===== src/rtl/immgen_pkg.sv =====
// Shared immediate-format definitions for the decode stage.
// Pure combinational helpers: opcode-to-format decode and immediate assembly.
// No state; all timing lives in the modules that import this package.
package immgen_pkg;

    typedef enum logic [2:0] {
        IMM_S    = 3'b000,
        IMM_B    = 3'b001,
        IMM_J    = 3'b010,
        IMM_I    = 3'b011,
        IMM_Z    = 3'b100,
        IMM_SH   = 3'b101,
        IMM_U    = 3'b110,
        IMM_NONE = 3'b111
    } imm_sel_e;

    localparam logic [6:0] OP_LUI    = 7'b0110111;
    localparam logic [6:0] OP_AUIPC  = 7'b0010111;
    localparam logic [6:0] OP_JAL    = 7'b1101111;
    localparam logic [6:0] OP_JALR   = 7'b1100111;
    localparam logic [6:0] OP_LOAD   = 7'b0000011;
    localparam logic [6:0] OP_IMM    = 7'b0010011;
    localparam logic [6:0] OP_IMM32  = 7'b0011011;
    localparam logic [6:0] OP_STORE  = 7'b0100011;
    localparam logic [6:0] OP_BRANCH = 7'b1100011;
    localparam logic [6:0] OP_SYSTEM = 7'b1110011;
    localparam logic [6:0] OP_OP     = 7'b0110011;
    localparam logic [6:0] OP_OP32   = 7'b0111011;
    localparam logic [6:0] OP_FENCE  = 7'b0001111;

    // Returns {sel[2:0], illegal}. Register-register and fence opcodes are
    // legal but carry no immediate, so they map to NONE without flagging.
    function automatic logic [3:0] decode_sel(input logic [31:0] instr, input int xlen);
        imm_sel_e   sel;
        logic       ill;
        logic [2:0] f3;
        sel = IMM_NONE;
        ill = 1'b0;
        f3  = instr[14:12];
        case (instr[6:0])
            OP_LUI, OP_AUIPC: sel = IMM_U;
            OP_JAL:           sel = IMM_J;
            OP_JALR, OP_LOAD: sel = IMM_I;
            OP_IMM: begin
                if (f3 == 3'b001 || f3 == 3'b101) sel = IMM_SH;
                else                              sel = IMM_I;
            end
            OP_IMM32: begin
                // Word-sized ALU ops only exist on RV64.
                if (xlen == 64) begin
                    if (f3 == 3'b001 || f3 == 3'b101) sel = IMM_SH;
                    else                              sel = IMM_I;
                end else begin
                    ill = 1'b1;
                end
            end
            OP_STORE:  sel = IMM_S;
            OP_BRANCH: sel = IMM_B;
            OP_SYSTEM: begin
                if (f3[2]) sel = IMM_Z;
                else       sel = IMM_I;
            end
            OP_OP, OP_OP32, OP_FENCE: sel = IMM_NONE;
            default:   ill = 1'b1;
        endcase
        return {sel, ill};
    endfunction

    // Always builds a 64-bit result; callers keep the low XLEN bits, which is
    // still a correct sign extension for XLEN=32.
    function automatic logic [63:0] build_imm(input logic [31:0] instr, input imm_sel_e sel,
                                              input int xlen);
        logic [63:0] imm;
        imm = '0;
        case (sel)
            IMM_S:  imm = {{52{instr[31]}}, instr[31:25], instr[11:7]};
            IMM_B:  imm = {{51{instr[31]}}, instr[31], instr[7], instr[30:25], instr[11:8], 1'b0};
            IMM_J:  imm = {{43{instr[31]}}, instr[31], instr[19:12], instr[20], instr[30:21], 1'b0};
            IMM_I:  imm = {{52{instr[31]}}, instr[31:20]};
            IMM_Z:  imm = {59'b0, instr[19:15]};
            IMM_SH: begin
                if (xlen == 64) imm = {58'b0, instr[25:20]};
                else            imm = {59'b0, instr[24:20]};
            end
            IMM_U:  imm = {{32{instr[31]}}, instr[31:12], 12'b0};
            default: imm = '0;
        endcase
        return imm;
    endfunction

endpackage


===== src/rtl/immgen_skid.sv =====
// Generic valid/ready pipeline register with optional second (skid) entry.
// Latency: 1 cycle from accept to o_valid.
// Backpressure: SKID=1 -> o_ready = !skid_full (registered); SKID=0 -> o_ready = !o_valid || i_ready.
module immgen_skid #(
    parameter int             W       = 8,
    parameter bit             SKID    = 1'b1,
    parameter logic [W-1:0]   RST_VAL = '0
) (
    input  logic         i_clk,
    input  logic         i_rst_n,
    input  logic         i_flush,
    input  logic         i_valid,
    output logic         o_ready,
    input  logic [W-1:0] i_data,
    output logic         o_valid,
    input  logic         i_ready,
    output logic [W-1:0] o_data
);

    logic         r_main_vld;
    logic [W-1:0] r_main_dat;
    logic         w_acc;
    logic         w_xfer;

    assign w_acc   = i_valid && o_ready;
    assign w_xfer  = r_main_vld && i_ready;
    assign o_valid = r_main_vld;
    assign o_data  = r_main_dat;

    generate
        if (SKID) begin : g_skid
            logic         r_skid_vld;
            logic [W-1:0] r_skid_dat;

            // Skid full implies main full, so a free skid slot always means
            // there is somewhere to put an incoming word.
            assign o_ready = !r_skid_vld;

            // Main entry refills from skid first to keep order; new words land in
            // skid only when main is occupied and not draining this cycle.
            always_ff @(posedge i_clk or negedge i_rst_n) begin
                if (!i_rst_n) begin
                    r_main_vld <= 1'b0;
                    r_main_dat <= RST_VAL;
                    r_skid_vld <= 1'b0;
                    r_skid_dat <= RST_VAL;
                end else if (i_flush) begin
                    r_main_vld <= 1'b0;
                    r_skid_vld <= 1'b0;
                end else if (!r_main_vld || w_xfer) begin
                    if (r_skid_vld) begin
                        r_main_vld <= 1'b1;
                        r_main_dat <= r_skid_dat;
                        r_skid_vld <= 1'b0;
                    end else begin
                        r_main_vld <= w_acc;
                        if (w_acc) r_main_dat <= i_data;
                    end
                end else if (w_acc) begin
                    r_skid_vld <= 1'b1;
                    r_skid_dat <= i_data;
                end
            end
        end else begin : g_pass
            assign o_ready = !r_main_vld || i_ready;

            // Single register: load on accept, empty when drained with nothing behind.
            always_ff @(posedge i_clk or negedge i_rst_n) begin
                if (!i_rst_n) begin
                    r_main_vld <= 1'b0;
                    r_main_dat <= RST_VAL;
                end else if (i_flush) begin
                    r_main_vld <= 1'b0;
                end else if (w_acc) begin
                    r_main_vld <= 1'b1;
                    r_main_dat <= i_data;
                end else if (w_xfer) begin
                    r_main_vld <= 1'b0;
                end
            end
        end
    endgenerate

endmodule


===== src/rtl/immgen_pipe.sv =====
// Decode-stage immediate generator: format select (external or auto-decoded) plus immediate build.
// Latency: 1 cycle from accept to o_valid.
// Backpressure: valid/ready; SKID=1 sustains one result per cycle with a registered o_ready.
module immgen_pipe #(
    parameter int XLEN     = 32,
    parameter bit AUTO_SEL = 1'b0,
    parameter bit SKID     = 1'b1
) (
    input  logic            i_clk,
    input  logic            i_rst_n,
    input  logic            i_flush,
    input  logic            i_valid,
    output logic            o_ready,
    input  logic [31:0]     i_instr,
    input  logic [2:0]      i_imm_sel,
    output logic            o_valid,
    input  logic            i_ready,
    output logic [XLEN-1:0] o_imm,
    output logic [2:0]      o_imm_sel,
    output logic            o_illegal
);
    import immgen_pkg::*;

    // Payload layout: {illegal, sel[2:0], imm[XLEN-1:0]}.
    localparam int            PW      = XLEN + 4;
    localparam logic [PW-1:0] RST_VAL = {1'b0, IMM_NONE, {XLEN{1'b0}}};

    logic [3:0]    w_dec;
    logic [2:0]    w_sel;
    logic          w_illegal;
    logic [63:0]   w_imm_full;
    logic [PW-1:0] w_in_dat;
    logic [PW-1:0] w_out_dat;

    // Pick the format source, then assemble the immediate for that format.
    always_comb begin
        w_dec = decode_sel(i_instr, XLEN);
        if (AUTO_SEL) begin
            w_sel     = w_dec[3:1];
            w_illegal = w_dec[0];
        end else begin
            w_sel     = i_imm_sel;
            w_illegal = 1'b0;
        end
        w_imm_full = build_imm(i_instr, imm_sel_e'(w_sel), XLEN);
    end

    assign w_in_dat = {w_illegal, w_sel, w_imm_full[XLEN-1:0]};

    immgen_skid #(
        .W       (PW),
        .SKID    (SKID),
        .RST_VAL (RST_VAL)
    ) u_skid (
        .i_clk   (i_clk),
        .i_rst_n (i_rst_n),
        .i_flush (i_flush),
        .i_valid (i_valid),
        .o_ready (o_ready),
        .i_data  (w_in_dat),
        .o_valid (o_valid),
        .i_ready (i_ready),
        .o_data  (w_out_dat)
    );

    assign o_illegal = w_out_dat[PW-1];
    assign o_imm_sel = w_out_dat[PW-2:PW-4];
    assign o_imm     = w_out_dat[XLEN-1:0];

endmodule


===== config.mk =====
export PLATFORM = sky130hd
export DESIGN_NAME = immgen_pipe
export DESIGN_NICKNAME = d
export VERILOG_FILES = /design/src/rtl/immgen_pkg.sv /design/src/rtl/immgen_skid.sv /design/src/rtl/immgen_pipe.sv
export SDC_FILE = /design/constraint.sdc
export NUM_CORES = 1
export LEC_CHECK = 0
export CORE_MARGIN = 5
export CORE_UTILIZATION = 48
export CTS_BUF_LIST = sky130_fd_sc_hd__clkbuf_8
export DETAILED_ROUTE_END_ITERATION = 8
export PLACE_DENSITY = 0.88
export SYNTH_ARGS = -nofsm -noshare
export SYNTH_HDL_FRONTEND = slang
export SYNTH_HIERARCHICAL = 1
export SYNTH_SLANG_ARGS = --single-unit

===== constraint.sdc =====
create_clock -name i_clk -period 1.5 [get_ports i_clk]
set_clock_uncertainty 0.05 [all_clocks]
set_input_delay 0.3 -clock i_clk [delete_from_list [all_inputs] [get_ports i_clk]]
set_output_delay 0.3 -clock i_clk [all_outputs]
set_load 0.01 [all_outputs]

==> results.md, run 1 <==
* Status: finished, violations left
* Violated checks: setup timing
* Setup Viol. Count Final at between 70 and 80
* Place WS at -0.6392 ns
* Commonest cells after routing, fill and taps aside: dfrtp_1, mux2_2, mux2_4, dlygate4sd2_1, buf_4
* Synthesized cell area at approximately 0.0037 mm2
* Vias/cell at roughly 5.8
* Top cells by area, synth: dfrtp_1, mux2_2, a21o_1
* Worst hold margin at 0.3434 ns
* Startpoint types: register
* Routed wire per std cell at 24.10 um
* GRT Util Overall at 23.40%
* CP Class: reg -> reg
* CTS clk-pin slew, worst paths at 0.09 ns
* Placed cell areas at between 0.004 and 0.005 mm2
* Routed WL at 11.78 mm
* Main combinational cell family by area after synthesis: multiplexers
* Pwr Density at roughly 1100 mW/mm2
* Design Area, Final at about 0.0055 mm2
* Post-layout util at 72.07%
* Die Ht at 97.78 um
* VDD IR max at 533.1 uV
* CP Launch Point: u_skid/g_skid.r_skid_vld
* Antenna Cells at 0
* Mapped Cells at 265
* Die Width at between 90 and 100 um
* Vias in the first global route at 3,073
* Layout cells sized above 1 at 52.45%
* Combinational group share of total power at 26.9%
* Count of state elements after synthesis at between 70 and 80
* Async set-reset flop share out of synthesis at 100.0%
* Psw at 0.001707 W
* Total gr overflow at 0
* Achievable Freq at 592.4 MHz
* CTS Root Cell: clkbuf_8
* Mux cell area share after synthesis at 34.51%
* Post-synth EDFFs at 0
* Synth Area in Simple Gates at 4.871%
* DR WL met3 at 854 um
* Buffers on Ports at 70
* Core Region at 0.007607 mm2
* First-pass GRT wire length at 17.48 mm
* Tmin final at 1.688 ns
* Placed Instances at around 450
* MaxCap Viol Count at 0
* Layout fillers at 453
* Fin. Hold Viols at 0
* Synth Area in Adders at 0%
* Largest net degree at the start of global routing at 37
* Detailed Place HPWL at 6.067 mm
* Top cell type's share of synthesized area at 46.01%
* Via count at between 2,000 and 3,000
* Post-route antenna net violation count at 0
* Critical path fanouts, max at 9
* Sink Count at 74
* # H-tree levels at 3
* Switching Fraction at 29.04%
* Std cell rows at 32
* Slew Viols, Final at 0
* Bufs on Longest Clock Path at 2
* Initial DRC Count at 237
* Initial antenna violation count at 0
* Synth-to-layout area growth at 48.24%
* Final GP Congestion at between 0.7 and 0.8
* Area share of xor/xnor cells in the synthesized design at 0%
* Clk pwr share at 28.0%
* Synth cell types at 27
* Seq pwr share at 45.0%
* Worst skew pair latency at between 0.3 and 0.4 ns
* Complex-gate fraction of the synthesized area at 6.631%
* DR pass1 iterations at 4
* Metal-1 WL at 4.714 mm
* Most common cell after layout, fill and taps aside: dfrtp_1
* P_leak at ~2.7 nW
* Hold Path Class: in -> async
* RR Startpoint: u_skid/g_skid.r_skid_vld
* Met2 routed WL at between 6 and 7 mm
* Final-stage net count at 422
* Post-synth top flop: dfrtp_1
* Cell type with the largest total area after synthesis: dfrtp_1
* Critical Path End Type: register
* DR top layer: met4
* RSZ-0062 raised after global routing: yes
* Critical Path RT at 1.70 ns
* # DRC at 0
* I/O pin count at 78
* Fin cells at 489
* Starting density of the core at between 40% and 50%
* Pint at 0.004171 W
* Final setup margin at -0.1881 ns
* Period Utilization, post-route at 112.5%
* TritonCTS clock tree: done
* Mean Syn Cell Area at 13.96 um2
* Sequential area share after synthesis at roughly half
* Die area at 0.009561 mm2
* Worst EP arrival at 1.89 ns
* Clock buffer count from CTS at 9
* Synth warn at 6
## flip-flops by register name, indices dropped and copies added, names as in the netlist
signal                    cells
u_skid/o_valid                1
u_skid/o_data                36
u_skid/g_skid.r_skid_dat     36
u_skid/g_skid.r_skid_vld      1
## layer usage
layer  global-route usage [%]  up-vias
met5                        0        -
met4                    9.904        0
met3                    4.500       19
met2                    40.17      136
met1                    28.86     1482
li1                         -     1195
## final timing paths
| path | to | slack (ns) | cells past startpoint |
|---|---|---|---|
| worst min register to register | u_skid/g_skid.r_skid_dat[24] | 0.46 | 1 |
| max in group asynchronous | u_skid/o_data[30] | 0.55 | 3 |
| min in group i_clk | u_skid/g_skid.r_skid_vld | 0.39 | 4 |
| worst max register to register | u_skid/g_skid.r_skid_dat[31] | -0.19 | 5 |
| worst min-delay path | u_skid/g_skid.r_skid_dat[9] | 0.34 | 2 |
| worst max-delay path | u_skid/g_skid.r_skid_dat[31] | -0.19 | 5 |
## synthesized netlist by cell type (2+ instances only)
cell type,instances
a21o_1,22
inv_1,2
a211oi_1,6
buf_2,11
mux2_2,105
nor2b_1,10
nor2_1,5
mux2i_1,6
dfstp_2,6
mux2_1,3
buf_4,2
buf_6,5
dfrtp_1,68
## stage by stage
step	setup TNS, ns	total power (W)
global route	-11.79	0.006123
finish	-9.375	0.005878
detailed placement	-37.32	0.004005
global placement	-34.17	0.003932
CTS	-10.63	0.005770
floorplan	-11.59	0.003288
## layout make-up
cell class	instances	area [um2]	share of cell area (%)
flip-flops and latches	74	1861	33.93
repair buffers	123	1338	24.40
clock inverters	7	81.33	1.483
multi-input cells	172	1944	35.46
well taps	102	127.6	2.328
inverters	2	7.507	0.1369
clock buffers	9	123.9	2.259
## critical path, stage by stage (launching register included)
cell,delay (ns)
dfrtp_2,0.44
buf_6,0.14
nor4b_4,0.23
buf_6,0.19
buf_6,0.17
mux2_2,0.36
## power by group through the flow
stage	Combinational (W)	Clock, W	Sequential, W
detailed placement	0.00135	0	0.00265
global route	0.00167	0.00177	0.00269
global placement	0.00131	0	0.00262
finish	0.00158	0.00165	0.00265
floorplan	0.000604	0	0.00268
CTS	0.00151	0.00165	0.00262
## cell families after synthesis
logic type	count (synthesis)
buf+inv	20
compound gates	33
mux	114
simple gates	23
flops	74
other cells	1
## what timing repair did
| item | 4_1_cts | 5_1_grt |
|---|---|---|
| setup buffers | 12 | 2 |
| cloned | 8 | 3 |
| setup endpoints to repair | 110 | 76 |
| hold buffers | 1 | 0 |
| resized for setup | 112 | 31 |
| pin swaps | 3 | 3 |
| hold endpoints to repair | 18 | 0 |
(Power assumes the default switching activity.)
==> run 2, diff against run 1 <==
- GPL_ROUTABILITY_DRIVEN: unset -> 0
==> results of run 2 <==
The final DEF is identical to that of run 1; final timing and power are the same.
==> run 3, diff against run 2 <==
- ABC_AREA: unset -> 1
- CORE_UTILIZATION: 48 -> 49
==> run 3 against run 2 <==
The run now ends clean. Final area fell by 4.9%. Global-route usage fell by 0.24 points. Core utilization fell by 5.3 points. Non-clock buffer count fell by 20. Largest cell class unchanged. Highest routed layer unchanged.
==> results.md, run 3 <==
* Status: finished, final reports clean (was finished, violations left)
* Switching Fraction at 28.50% (was 29.04%)
* Async set-reset flop share out of synthesis at 100.0% (unchanged)
* Pint at 0.004043 W (was 0.004171 W)
* Std cell rows at 32 (unchanged)
* Post-CTS Setup Repair Bufs at 0 (was 12)
* CTS clk-pin slew, worst paths at 0.08 ns (was 0.09 ns)
* Hold Path Class: in -> async (unchanged)
* Bufs on Longest Clock Path at 2 (unchanged)
* Crit path max-delay family: flip-flops (was buffers and inverters)
* Buffers on Ports at 70 (unchanged)
* Combinational group share of total power at 20.9% (was 26.9%)
* Pwr Density at 1085 mW/mm2 (was 1072 mW/mm2)
* Die area at 0.01002 mm2 (was 0.009561 mm2)
* Slew Viols, Final at 0 (unchanged)
* Critical Path RT at 1.15 ns (was 1.70 ns)
* I/O pin count at 78 (unchanged)
* Routed wire per std cell at 15.31 um (was 24.10 um)
* Commonest cells after routing, fill and taps aside: nand2_1, nand3_1, dfrtp_1, dlygate4sd2_1, clkdlybuf4s50_1 (was dfrtp_1, mux2_2, mux2_4, dlygate4sd2_1, buf_4)
* Sequential area share after synthesis at 46.74% (was 50.27%)
* # H-tree levels at 3 (unchanged)
* Final-stage net count at 686 (was 422)
* P_leak at 2.969 nW (was 2.725 nW)
* TritonCTS clock tree: done (unchanged)
* Top cells by area, synth: dfrtp_1, nand2_1, nand3_1 (was dfrtp_1, mux2_2, a21o_1)
* Most common cell in the netlist: nand2_1 (was mux2_2)
* Clk pwr share at 34.3% (was 28.0%)
* Core Region at 0.007807 mm2 (was 0.007607 mm2)
* Worst hold margin at 0.3878 ns (was 0.3434 ns)
* First-pass GRT wire length at 18.82 mm (was 17.48 mm)
* CP max-delay cell: dfstp_2 (was dfrtp_2)
* Detailed Place HPWL at 7.968 mm (was 6.067 mm)
* Layout fillers at 640 (was 453)
* Post-layout util at 66.78% (was 72.07%)
* Layout cells sized above 1 at 11.21% (was 52.45%)
* Achievable Freq at 681.3 MHz (was 592.4 MHz)
* Most common cell after layout, fill and taps aside: nand2_1 (was dfrtp_1)
* RSZ-0062 raised after global routing: no (was yes)
* Routed WL at 11.53 mm (was 11.78 mm)
* Post-synth top cells: nand2_1, nand3_1, dfrtp_1 (was mux2_2, dfrtp_1, a21o_1)
* Worst EP arrival at 1.12 ns (was 1.89 ns)
* Critical Path End Type: output pin (was register)
* TNS Setup at 0 ns (was -9.375 ns)
* MaxCap Viol Count at 0 (unchanged)
* DR pass1 iterations at 7 (was 4)
* Fin. Hold Viols at 0 (unchanged)
* Synth-to-layout area growth at 31.08% (was 48.24%)
* Via count at 4,202 (was 2,832)
* Tmin final at 1.468 ns (was 1.688 ns)
* VDD IR max at 481.2 uV (was 533.1 uV)
* Die Ht at 100.1 um (was 97.78 um)
* Synth warn at 6 (unchanged)
* Largest net degree at the start of global routing at 39 (was 37)
* Post-synth top flop: dfrtp_1 (unchanged)
* Setup Viol. Count Final at 0 (was 72)
* Period Utilization, post-route at 97.85% (was 112.5%)
* Worst skew pair latency at 0.35 ns (was 0.36 ns)
* Slowest cell delay on critical path at 0.54 ns (was 0.44 ns)
* Startpoint types: register (unchanged)
* Total gr overflow at 0 (unchanged)
* Starting density of the core at 50.95% (was 48.62%)
* # DRC at 0 (unchanged)
* Antenna Cells at 0 (unchanged)
* CTS Root Cell: clkbuf_8 (unchanged)
* Clock buffer count from CTS at 9 (unchanged)
* Initial antenna violation count at 0 (unchanged)
* Synth cell types at 27 (unchanged)
* Mean Syn Cell Area at 7.040 um2 (was 13.96 um2)
* Mapped Cells at 565 (was 265)
* Cell type with the largest total area after synthesis: dfrtp_1 (unchanged)
* Psw at 0.001612 W (was 0.001707 W)
* GRT Util Overall at 23.16% (was 23.40%)
* Initial DRC Count at 392 (was 237)
* Critical path fanouts, max at 2 (was 9)
* Top cell type's share of synthesized area at 42.78% (was 46.01%)
* Sink Count at 74 (unchanged)
* Post-route antenna net violation count at 0 (unchanged)
* Die Width at 100.1 um (was 97.78 um)
* Post-synth EDFFs at 0 (unchanged)
* Count of state elements after synthesis at 74 (unchanged)
* Vias/cell at 5.580 (was 5.791)
* Worst Path Buf+Inv at 1 (was 3)
* Vias in the first global route at 3,915 (was 3,073)
* CP Class: reg -> out (was reg -> reg)
* Seq pwr share at 44.8% (was 45.0%)
* CP cell instances: clkdlybuf4s15_1 (was buf_6, nor4b_4, buf_6, buf_6, mux2_2)
* Synthesized cell area at 0.003978 mm2 (was 0.003699 mm2)
[run 3: cell families after synthesis]
family,count (synthesis),share of synthesized area (%)
buf+inv,57,6.826
flops,74,46.74
other cells,1,0.09428
compound gates,12,1.604
simple gates,421,44.73
[run 3: per-stage QoR]
stage               power (W)  instance area [um2]  std cells  setup slack [ns]
finish               0.005654                 5214        753           0.03227
global route         0.005913                 5214        753          0.002607
CTS                  0.005656                 5209        753          -0.01447
detailed placement   0.003833                 4974        736           -0.4469
global placement     0.003777                 4974        736           -0.4053
floorplan            0.003145                 3981        566            0.1899
[run 3: layout make-up]
| type | count | area, um2 | area share [%] |
|---|---|---|---|
| Clock buffer | 11 | 151.4 | 2.904 |
| Clock inverter | 5 | 101.3 | 1.944 |
| Inverter | 23 | 87.58 | 1.680 |
| Multi-Input combinational cell | 435 | 1871 | 35.88 |
| Sequential cell | 74 | 1859 | 35.66 |
| Tap cell | 102 | 127.6 | 2.448 |
| Timing Repair Buffer | 103 | 1016 | 19.49 |
[run 3: per-layer routing]
metal / GRT usage (%) / routed length, um / vias up
met2: 36.33 / 5329 / 266
met1: 31.55 / 4637 / 1970
met4: 7.772 / 263 / 0
met5: 0 / 0 / -
met3: 5.698 / 1300 / 34
li1: - / - / 1932
[run 3: final timing paths]
path / cells past startpoint / slack (ns) / end / start
worst min register to register: 2 / 0.42 / u_skid/g_skid.r_skid_dat[34] / u_skid/g_skid.r_skid_dat[34]
min in group i_clk: 2 / 0.42 / u_skid/g_skid.r_skid_dat[34] / u_skid/g_skid.r_skid_dat[34]
max in group asynchronous: 3 / 0.44 / u_skid/g_skid.r_skid_vld / i_rst_n
worst min-delay path: 2 / 0.39 / u_skid/g_skid.r_skid_dat[28] / i_rst_n
worst max register to register: 6 / 0.12 / u_skid/g_skid.r_skid_dat[9] / u_skid/g_skid.r_skid_vld
worst max-delay path: 1 / 0.03 / o_imm_sel[0] / u_skid/o_data[32]
[run 3: repair_timing]
item	in CTS	in global routing
gates cloned	0	0
endpoints found under the setup margin	59	10
hold buffers	1	0
hold endpoints to repair	14	0
pin swaps	2	2
gates resized for setup	54	6
[run 3: power by group through the flow]
stage          sequential, W  combinational [W]  clock (W)
6_report             0.00253            0.00118    0.00194
5_1_grt              0.00257            0.00131    0.00203
4_1_cts              0.00253            0.00118    0.00195
3_5_place_dp         0.00257            0.00126          0
3_3_place_gp         0.00255            0.00122          0
2_1_floorplan        0.00260           0.000543          0
